$ cat src/rtl/fifo_wr_arbiter.sv
// Round-robin arbiter sharing one FIFO write port between NUM_REQ producers.
// Each grant is capped at MAX_BURST words and is followed by a one-cycle IDLE bubble.
module fifo_wr_arbiter #(
  parameter int NUM_REQ   = 4,
  parameter int DATA_W    = 8,
  parameter int MAX_BURST = 4
) (
  input  logic                      clk,
  input  logic                      rst,
  input  logic [NUM_REQ-1:0]        req,
  input  logic [NUM_REQ*DATA_W-1:0] req_data,
  input  logic                      fifo_full,
  output logic [NUM_REQ-1:0]        gnt,
  output logic [NUM_REQ-1:0]        ack,
  output logic                      fifo_wr_en,
  output logic [DATA_W-1:0]         fifo_din,
  output logic                      busy
);

  localparam int PTR_W = $clog2(NUM_REQ);
  localparam int CNT_W = $clog2(MAX_BURST + 1);
  localparam logic [CNT_W-1:0] LAST_CNT = CNT_W'(MAX_BURST - 1);
  localparam logic [PTR_W-1:0] LAST_IDX = PTR_W'(NUM_REQ - 1);

  typedef enum logic {IDLE, BURST} state_t;

  state_t             state, state_n;
  logic [NUM_REQ-1:0] gnt_n;
  logic [PTR_W-1:0]   owner, owner_n;
  logic [PTR_W-1:0]   rr_ptr, rr_ptr_n;
  logic [PTR_W-1:0]   pick, cand, owner_inc;
  logic [CNT_W-1:0]   burst_cnt, burst_cnt_n;
  logic               found;
  logic               write;

  // First requester at or after rr_ptr, wrapping around.
  always_comb begin
    pick  = rr_ptr;
    cand  = '0;
    found = 1'b0;
    for (int i = 0; i < NUM_REQ; i++) begin
      cand = PTR_W'((int'(rr_ptr) + i) % NUM_REQ);
      if (!found && req[cand]) begin
        found = 1'b1;
        pick  = cand;
      end
    end
  end

  assign owner_inc  = (owner == LAST_IDX) ? '0 : owner + 1'b1;
  assign write      = (state == BURST) && req[owner] && !fifo_full && !rst;
  assign fifo_wr_en = write;
  assign busy       = (state == BURST);

  always_comb begin
    ack        = '0;
    ack[owner] = write;
    fifo_din   = '0;
    if (state == BURST) begin
      fifo_din = req_data[int'(owner)*DATA_W +: DATA_W];
    end
  end

  // A dropped request or the last word of a burst both release the grant.
  always_comb begin
    state_n     = state;
    gnt_n       = gnt;
    owner_n     = owner;
    rr_ptr_n    = rr_ptr;
    burst_cnt_n = burst_cnt;
    case (state)
      IDLE: begin
        if (found) begin
          state_n     = BURST;
          gnt_n       = '0;
          gnt_n[pick] = 1'b1;
          owner_n     = pick;
          burst_cnt_n = '0;
        end
      end
      BURST: begin
        if (!req[owner] || (write && burst_cnt == LAST_CNT)) begin
          state_n     = IDLE;
          gnt_n       = '0;
          rr_ptr_n    = owner_inc;
          burst_cnt_n = '0;
        end else if (write) begin
          burst_cnt_n = burst_cnt + 1'b1;
        end
      end
      default: state_n = IDLE;
    endcase
  end

  always_ff @(posedge clk) begin
    if (rst) begin
      state     <= IDLE;
      gnt       <= '0;
      owner     <= '0;
      rr_ptr    <= '0;
      burst_cnt <= '0;
    end else begin
      state     <= state_n;
      gnt       <= gnt_n;
      owner     <= owner_n;
      rr_ptr    <= rr_ptr_n;
      burst_cnt <= burst_cnt_n;
    end
  end

endmodule

$ cat config.mk
export PLATFORM = sky130hd
export DESIGN_NAME = fifo_wr_arbiter
export DESIGN_NICKNAME = d
export VERILOG_FILES = /design/src/rtl/fifo_wr_arbiter.sv
export SDC_FILE = /design/constraint.sdc
export NUM_CORES = 1
export LEC_CHECK = 0
export CORE_MARGIN = 5
export CORE_UTILIZATION = 30
export DETAILED_ROUTE_END_ITERATION = 7
export PLACE_DENSITY = 0.65
export SLEW_MARGIN = 20
export SYNTH_ARGS = -nofsm -noshare
export SYNTH_HDL_FRONTEND = slang
export SYNTH_SLANG_ARGS = --single-unit
$ cat constraint.sdc
create_clock -name clk -period 1.6 [get_ports clk]
set_input_delay 0.24 -clock clk [delete_from_list [all_inputs] [get_ports clk]]
set_output_delay 0.24 -clock clk [all_outputs]
set_load 0.1 [all_outputs]
### Word-level counts from Yosys, hierarchy flattened

Index checks and enable logic that the tools add are counted.

| operators by class | value |
|---|---|
| add/subtract/negate cells | 5 |
| magnitude comparators | 8 |
| eq/ne operators | 5 |
| shift operators | 1 |
| muxes and demuxes | 33 |
| bitwise gates (word level) | 2 |
| reductions and logical operators | 20 |

Operators with widths:

| operator | count |
|---|---|
| indexed part select 32 x 6 -> 8 bit | 1 |
| < comparator 2 x 3 -> 1 bit, second input constant | 6 |
| 2-to-1 mux 1 bit | 13 |
| binary-select mux 1 bit (select 2 bit) | 5 |
| logical AND 1 bit | 9 |
| 2-to-1 mux 3 bit | 3 |
| 2-to-1 mux 2 bit | 4 |
| 2-to-1 mux 4 bit | 2 |
| 2-to-1 mux 8 bit | 1 |
| one-hot mux 4 bit (2 select lines) | 1 |
| AND reduction 2 bit | 4 |
| zero test 1 bit | 6 |
| one-hot mux 3 bit (2 select lines) | 1 |
| adder 2 x 1 -> 2 bit, second input constant | 2 |
| adder 2 bit, second input constant | 2 |
| AND 4 bit | 1 |
| demux 1 bit (select 2 bit) | 2 |
| greater-or-equal comparator 2 x 1 -> 1 bit, second input constant | 2 |
| adder 3 x 1 -> 3 bit, second input constant | 1 |
| == test 3 x 2 -> 1 bit, second input constant | 1 |
| != test 3 x 1 -> 1 bit, second input constant | 1 |
| == test 2 bit, second input constant | 1 |
| != test 2 x 1 -> 1 bit, second input constant | 1 |
| != test 2 bit, second input constant | 1 |
| other kinds (3) | 3 |

| word-level totals | value |
|---|---|
| register bits after elaboration | 12 |
| bits of input ports | 39 |
| output and inout port bits | 18 |
| word-level logic and storage cells | 79 |

### Depth between registers and ports, before layout

Gate-level depths: netlist (run 1).

| depth | value |
|---|---|
| word-level depth | 18 |
| mapped depth | 6 |

### Worst setup path before layout (run 1)

No wires, ideal clock.

| path | value |
|---|---|
| kind | register to output |
| start | register state (netlist: busy) |
| end | output port ack[0] |
| arrival | 4.417 ns |
| required time | 1.360 ns |
| path slack | -3.057 ns |
| stages on the path, launching flop included | 5 |
| path buffers | 0 |
| path through | dfxtp_1 > nand2_1 > a2bb2oi_2 > nor3_1 > and2_1 |

| between the ends | value |
|---|---|
| cells in the longest elaborated chain, start to end | 4 |

RTL lines:

| element | RTL line | source |
|---|---|---|
| from (decl) | 27 | `state_t state, state_n;` |
| from (signal assigned) | 103 | `state <= state_n;` |
| logical AND 1 bit (3 in series) | 51 | `assign write = (state == BURST) && req[owner] && !fifo_full && !rst;` |
| named net fifo_wr_en | 15 | `output logic fifo_wr_en,` |
| AND 4 bit (no source line) | - |  |
| to (decl) | 14 | `output logic [NUM_REQ-1:0] ack,` |

The timed path passes the listed nets, and every way through them passes these cells.

### Worst setup path in the final report (run 1)

| path | value |
|---|---|
| start | register owner[0] |
| end | output port fifo_din[3] |

| between the ends | value |
|---|---|
| cells in the longest elaborated chain, start to end | 2 |

RTL lines:

| element | RTL line | source |
|---|---|---|
| from (decl) | 29 | `logic [PTR_W-1:0] owner, owner_n;` |
| from (signal assigned) | 105 | `owner <= owner_n;` |
| indexed part select 32 x 6 -> 8 bit | 60 | `fifo_din = req_data[int'(owner)*DATA_W +: DATA_W];` |
| 2-to-1 mux 8 bit | 59 | `if (state == BURST) begin` |
| to (decl) | 16 | `output logic [DATA_W-1:0] fifo_din,` |

No other way between the ends.

==> results of run 1 <==
[path summary, 6_finish.rpt]
path	start	endpoint	depth (start not counted)
setup reg to reg	owner[0]	burst_cnt[1]	7
hold reg to reg	burst_cnt[2]	burst_cnt[2]	2
setup / recovery	owner[0]	fifo_din[3]	4
hold / removal	burst_cnt[2]	burst_cnt[2]	2
[cells in the final DEF, fill, tap and decap left out, types with 2 or more instances in the layout]
master           synthesis  routed
dfxtp_1                 12       8
buf_6                    0       5
a21oi_1                  7       3
mux2i_1                  3       2
nor4_1                   2       2
nand2b_1                 4       4
buf_12                   0      18
o21ai_2                  0       2
and2_4                   0      13
inv_1                    4       4
dlymetal6s2s_1           0       2
o2bb2ai_2                0       2
ha_1                     6       4
nor2_1                  12      11
buf_4                    0      22
dfxtp_2                  0       2
clkbuf_4                 0       3
or3_4                    0       3
clkdlybuf4s50_1          0      34
nand2_1                  4       4
dlygate4sd2_1            0       2
ha_4                     0       2
nor2b_1                  4       3
o21a_1                   2       2
a21oi_2                  0       3
dfxtp_4                  0       2
mux4_2                   8       8
[power groups by stage]
stage	Clock [µW]	Sequential, µW	Combinational (µW)
2_1_floorplan	0	418	410
3_3_place_gp	0	351	817
3_5_place_dp	0	353	833
4_1_cts	254	349	864
5_1_grt	261	356	961
6_report	246	351	916
[state kept, by name, indices dropped and copies added (netlist names)]
| register | flops |
|---|---|
| burst_cnt | 3 |
| owner | 2 |
| gnt | 4 |
| rr_ptr | 2 |
| busy | 1 |
[cells by family (layout without fill, tap and decap cells)]
family                     count (synthesis)  count (layout)  share of synthesized area [%]
AOI/OAI and AO/OA                         21              21                           15.3
adders and majority gates                  6               6                           7.70
buffers and inverters                      8              91                           3.21
DFF                                       12              12                           24.6
muxes                                     12              12                           22.7
and+or+nand+nor                           48              48                           26.4
[timing repair]
action,CTS,global route
gates resized for setup,20,21
pin swaps,18,16
gates cloned,0,0
setup buffers,3,4
setup endpoints to repair,20,24
[cell type report]
type / count / area (µm²) / area share [%]
Timing Repair Buffer: 83 / 965 / 43.6
Inverter: 4 / 15.0 / 0.679
Multi-Input combinational cell: 87 / 890 / 40.2
Sequential cell: 12 / 250 / 11.3
Clock buffer: 4 / 36.3 / 1.64
Tap cell: 44 / 55.1 / 2.49
[worst max-delay path: cells and delay by family, from the launching register on]
kind / cells / cell delay, ns
simple gates: 1 / 0.16
mux: 1 / 0.50
flops: 1 / 0.41
buf+inv: 2 / 0.30
[through the flow]
step	total power (µW)	setup TNS [ns]	util, %	cell area [µm²]	hold WS, ns
after floorplan	828	-3.54	-	1030	0.386
after global placement	1170	-4.60	63.6	1960	0.444
after detailed placement	1190	-5.51	63.6	1960	0.456
after CTS	1470	-3.98	67.7	2080	0.468
after global routing	1580	-5.59	71.8	2210	0.479
final	1510	-4.21	71.8	2210	0.467
[layer usage]
layer | track usage, % | vias up
li1 | - | 556
met1 | 18.8 | 552
met2 | 29.7 | 59
met3 | 4.38 | 7
met4 | 4.56 | 0
met5 | 0 | -
==> impl_results.md, run 1 <==
- Largest net degree at the start of global routing: 14
- Post-DP HPWL: approximately 3.0 mm
- Status: finished with violations
- Port bufs: 56
- CP cell instances: buf_6 -> mux4_2 -> and2_4 -> buf_12
- Yosys reg bits: 12
- Vias in the first global route: 1198
- Pwr Density: 685 nW/µm²
- CTS Sinks: 12
- GRT Total Usage: 16.5%
- Final Cycle Share: 118%
- Comb pwr share: 60.5%
- Crit start category: flop
- Met1 WL: between 1 and 1.5 mm
- Slew @ Worst Pin: between 0.4 and 0.5 ns
- CP peak stage delay: 0.50 ns
- Htree depth: 1
- CTS tree: done
- Area growth syn-to-layout: 127%
- CTS Buffer Depth: 2
- Post-synthesis sequential area ratio: between 20 and 25%
- Met2 WL: 1.78 mm
- Pre-CTS setup slack: -0.350 ns
- Inserted Diodes: 0
- Critical path data arrival time: between 1.5 and 2 ns
- Post-synth top cells: and2_1, dfxtp_1, nor2_1
- Internal: 907 µW
- Total grt overflow: 0
- Worst setup EP type: output pin
- Area contributors post-synth: dfxtp_1, mux4_2, and2_1, ha_1, nor2_1
- Number of synthesized flops with an enable pin: 0
- Final WS setup: -0.287 ns
- Synth area leader: dfxtp_1
- Failing checks: negative setup slack
- Total CTS buffers: 3
- Hold Buf Count CTS: 0
- 1st-iter DRT viols: 55
- Worst Path Required: about 1.4 ns
- Finished Layout Cells: 234
- Starting density of the core: 31.7%
- Die width: 67 µm
- First-pass GRT wire length: about 5.7 mm
- Via Count: roughly 1200
- Final GP Congestion: 0.744
- Clock Power Share: between 15 and 20%
- Post-synthesis cell area: 975 µm²
- Reg clk slew, reported paths: 0.08 ns
- Cell row count: 20
- Top Metal Used: met4
- Initial antenna violation count: 0
- # nets final: approximately 240
- Worst hold path type: reg -> reg
- Vias/cell: about 5
- WL final: 3.75 mm
- Mapped Nets: 152
- YS warnings: 0
- Psw: ~600 µW
- Critical path fanouts, max: 5
- Antenna-violating nets left: 0
- Syn_area_per_cell: 9.11 µm²
- Critical path class: reg -> out
- R2r setup slk: -0.19 ns
- Max IR drop VDD: 0.604 mV
- LEAKAGE: 0.000887 µW
- RSZ-0062 raised after global routing: yes
- Main synth FF type: dfxtp_1
- Max capacitance violation total: 0
- WL per Instance: around 16 µm
- Core area: 3080 µm²
- Layout cells sized above 1: 51.6%
- Gate Count Post-Synth: 107
- Die height: roughly 67 µm
- Post-layout minimum cycle time: 1.89 ns
- Part of the power in registers: 23.2%
- Worst skew pair latency: 0.28 ns
- # placed instances: 223
- Fillers: 242
- Rel. slew slack: 67.7%
- I/O pins: 57
- Final setup vio count: 18
- Most common cell in the netlist: and2_1
- First drt pass iteration count: 4
- Switching share of power: 40.1%
- # DRC: 0
- Worst Skew: 0.00228 ns
- Fmax: 0.530 GHz
- Hold Vio Cnt, Final: 0
- Slowest cell on crit path: mux4_2
- Max-slew violations: 0
- Area share of the largest cell type after synthesis: 24.6%
- Clk root buf: clkbuf_4
- Ys async rst share: 0%
- Wire length on met3: between 400 and 500 µm
- Full die area: ~4500 µm²
- Unique masters post-synth: 31
Power figures use the tool's default switching activity.
==> inputs of run 2 (changes only) <==
--- a/config.mk
+++ b/config.mk
@@ -5,10 +5,11 @@
 export SDC_FILE = /design/constraint.sdc
 export NUM_CORES = 1
 export LEC_CHECK = 0
+export CAP_MARGIN = 20
 export CORE_MARGIN = 5
-export CORE_UTILIZATION = 30
+export CORE_UTILIZATION = 34
 export DETAILED_ROUTE_END_ITERATION = 7
-export PLACE_DENSITY = 0.65
+export PLACE_DENSITY = 0.72
 export SLEW_MARGIN = 20
 export SYNTH_ARGS = -nofsm -noshare
 export SYNTH_HDL_FRONTEND = slang
==> constraint.sdc (replaced) <==
create_clock -name clk -period 1.6 [get_ports clk]
set_input_delay 0.48 -clock clk [delete_from_list [all_inputs] [get_ports clk]]
set_output_delay 0.48 -clock clk [all_outputs]
set_load 0.1 [all_outputs]
==> impl_results.md, run 2 (same netlist as run 1, synthesis figures left out) <==
- Critical path data arrival time: 1.65 ns (about the same)
- Cell row count: 19 (was 20)
- R2r setup slk: -0.11 ns (was -0.19 ns)
- I/O pins: 57 (unchanged)
- Internal: 850 µW (was 907 µW)
- Max IR drop VDD: 0.664 mV (was 0.604 mV)
- Most frequent cells in the layout: dlygate4sd2_1, buf_12, buf_4, and2_4, nor2_1 (was clkdlybuf4s50_1, buf_4, buf_12, and2_4, nor2_1)
- Post-layout minimum cycle time: 2.13 ns (was 1.89 ns)
- Max-slew violations: 0 (unchanged)
- # nets final: 229 (was 236)
- Crit path capture: ack[0] (was fifo_din[3])
- Total CTS buffers: 3 (unchanged)
- Fillers: 197 (was 242)
- Largest reg by FF count: gnt (unchanged)
- Reg clk slew, reported paths: 0.07 ns (was 0.08 ns)
- Worst skew pair latency: 0.27 ns (was 0.28 ns)
- CP cell instances: mux2i_2 -> a2bb2oi_4 -> nor3_4 -> and2_4 -> buf_12 (was buf_6 -> mux4_2 -> and2_4 -> buf_12)
- Finished Layout Cells: 214 (was 234)
- First drt pass iteration count: 4 (unchanged)
- Clk root buf: clkbuf_4 (unchanged)
- Pwr Density: 703 nW/µm² (was 685 nW/µm²)
- Critical path fanouts, max: 5 (unchanged)
- Layout cells sized above 1: 43.2% (was 51.6%)
- Status: finished with violations (unchanged)
- Total grt overflow: 0 (unchanged)
- Final WS setup: -0.531 ns (was -0.287 ns)
- Final Cycle Share: 133% (was 118%)
- Hold Vio Cnt, Final: 0 (unchanged)
- Slew @ Worst Pin: 0.283 ns (was 0.480 ns)
- Port bufs: 56 (unchanged)
- Worst hold path type: reg -> reg (unchanged)
- Inserted Diodes: 0 (unchanged)
- Full die area: 4040 µm² (was 4490 µm²)
- Clock Power Share: 16.8% (was 16.3%)
- WL final: 3.40 mm (was 3.75 mm)
- Largest net degree at the start of global routing: 12 (was 14)
- WL per Instance: 15.9 µm (was 16.0 µm)
- 1st-iter DRT viols: 49 (was 55)
- Reg-to-Reg Start: owner[0] (unchanged)
- RR Endpoint: burst_cnt[0] (was burst_cnt[1])
- Comb pwr share: 58.5% (was 60.5%)
- First-pass GRT wire length: 5.37 mm (was 5.68 mm)
- Slowest cell on crit path: dfxtp_4 (was mux4_2)
- Vias/cell: 5.27 (was 5.02)
- CTS Sinks: 12 (unchanged)
- Max FFs per register: 4 (unchanged)
- Setup TNS: -6.80 ns (was -4.21 ns)
- Die width: 63.5 µm (was 67 µm)
- Crit start category: flop (unchanged)
- Crit. Startpoint: owner[0] (unchanged)
- # DRC: 0 (unchanged)
- Area growth syn-to-layout: 110% (was 127%)
- Antenna-violating nets left: 0 (unchanged)
- CP peak stage delay: 0.38 ns (was 0.50 ns)
- Core area: 2760 µm² (was 3080 µm²)
- Worst Path Required: 1.12 ns (was 1.36 ns)
- Initial antenna violation count: 0 (unchanged)
- Placed inst area: 1960 µm² (about the same)
- Die height: 63.5 µm (was 67 µm)
- Fmax: 0.469 GHz (was 0.530 GHz)
- Hold Buf Count CTS: 0 (unchanged)
- Worst Skew: 0.00489 ns (was 0.00228 ns)
- Worst setup EP type: output pin (unchanged)
- GRT Total Usage: 16.3% (was 16.5%)
- Biggest regs: gnt (4), burst_cnt (3) (unchanged)
- Total Power: 1440 µW (was 1510 µW)
- Starting density of the core: 35.3% (was 31.7%)
- Htree depth: 1 (unchanged)
- Critical path class: reg -> out (unchanged)
- Reg2reg path depth: 6 (was 7)
- Post-route cell area: 2040 µm² (was 2210 µm²)
- Failing checks: negative setup slack (unchanged)
- RSZ-0062 raised after global routing: yes (unchanged)
- # placed instances: 209 (was 223)
- Post-DP HPWL: 2.81 mm (was 2.98 mm)
- Via Count: 1128 (was 1174)
- LEAKAGE: 0.000871 µW (was 0.000887 µW)
- Max capacitance violation total: 0 (unchanged)
- Rel. slew slack: 81.0% (was 67.7%)
- Psw: 586 µW (was 607 µW)
- Part of the power in registers: 24.6% (was 23.2%)
- Final setup vio count: 16 (was 18)
- Pre-CTS setup slack: -0.774 ns (was -0.350 ns)
- Most common cell after layout, fill and taps aside: dlygate4sd2_1 (was clkdlybuf4s50_1)
- Switching share of power: 40.8% (was 40.1%)
- Final GP Congestion: 0.765 (was 0.744)
- CTS Buffer Depth: 2 (unchanged)
- CTS tree: done (unchanged)
- Vias in the first global route: 1141 (was 1198)
-- run 2: cell count changes in the layout (fill, tap and decap cells not counted), moves of 3 or more --
cell             before  now
or3_4                 3    0
clkdlybuf4s50_1      34    0
dlygate4sd2_1         2   35
or3_1                 1    4
buf_4                22   15
-- run 2: per-layer routing --
| layer | global-route usage, % | share of wire [%] | up-vias |
|---|---|---|---|
| li1 | - | - | 543 |
| met1 | 18.6 | 42 | 522 |
| met2 | 28.8 | 50 | 59 |
| met3 | 4.26 | 8.0 | 4 |
| met4 | 5.71 | 0.79 | 0 |
| met5 | 0 | 0 | - |
-- run 2: power by group through the flow --
stage | combinational, µW | clock (µW) | sequential, µW
after global placement | 822 | 0 | 356
after global routing | 877 | 267 | 359
after detailed placement | 836 | 0 | 357
after CTS | 828 | 249 | 353
final | 841 | 242 | 354
after floorplan | 415 | 0 | 418
-- run 2: cell type report --
| class | instances | area (µm²) | area share, % |
|---|---|---|---|
| inverters | 4 | 15.0 | 0.735 |
| well taps | 31 | 38.8 | 1.90 |
| repair buffers | 76 | 878 | 43.0 |
| multi-input cells | 87 | 826 | 40.4 |
| flip-flops and latches | 12 | 249 | 12.2 |
| clock buffers | 4 | 36.3 | 1.78 |
-- run 2: worst min-delay path by stage --
| stage | from | endpoint | slack, ns | depth (start not counted) |
|---|---|---|---|---|
| 6_report | burst_cnt[1] | burst_cnt[1] | 0.46 | 2 |
| 5_1_grt | burst_cnt[1] | burst_cnt[1] | 0.50 | 2 |
| 4_1_cts | burst_cnt[2] | burst_cnt[2] | 0.46 | 2 |
| 3_5_place_dp | burst_cnt[2] | burst_cnt[2] | 0.45 | 2 |
| 3_3_place_gp | burst_cnt[2] | burst_cnt[2] | 0.44 | 2 |
| 2_1_floorplan | burst_cnt[2] | burst_cnt[2] | 0.44 | 2 |
-- run 2: repair_timing --
item | in CTS | in global routing
buffers inserted | 1 | 0
pin swaps | 16 | 11
resized for setup | 48 | 11
endpoints found under the setup margin | 25 | 24
-- run 2: worst max-delay path, delay by kind of cell, from the launching register on --
| family | cells | cell delay [ns] |
|---|---|---|
| and+or+nand+nor | 2 | 0.48 |
| DFF | 1 | 0.38 |
| muxes | 1 | 0.18 |
| AOI/OAI and AO/OA | 1 | 0.17 |
| buffers and inverters | 1 | 0.16 |
-- run 2: stage by stage --
stage	hold slack, ns	util [%]
2_1_floorplan	0.436	-
3_3_place_gp	0.442	71.1
3_5_place_dp	0.446	71.1
4_1_cts	0.457	73.0
5_1_grt	0.503	74.1
6_report	0.462	74.1
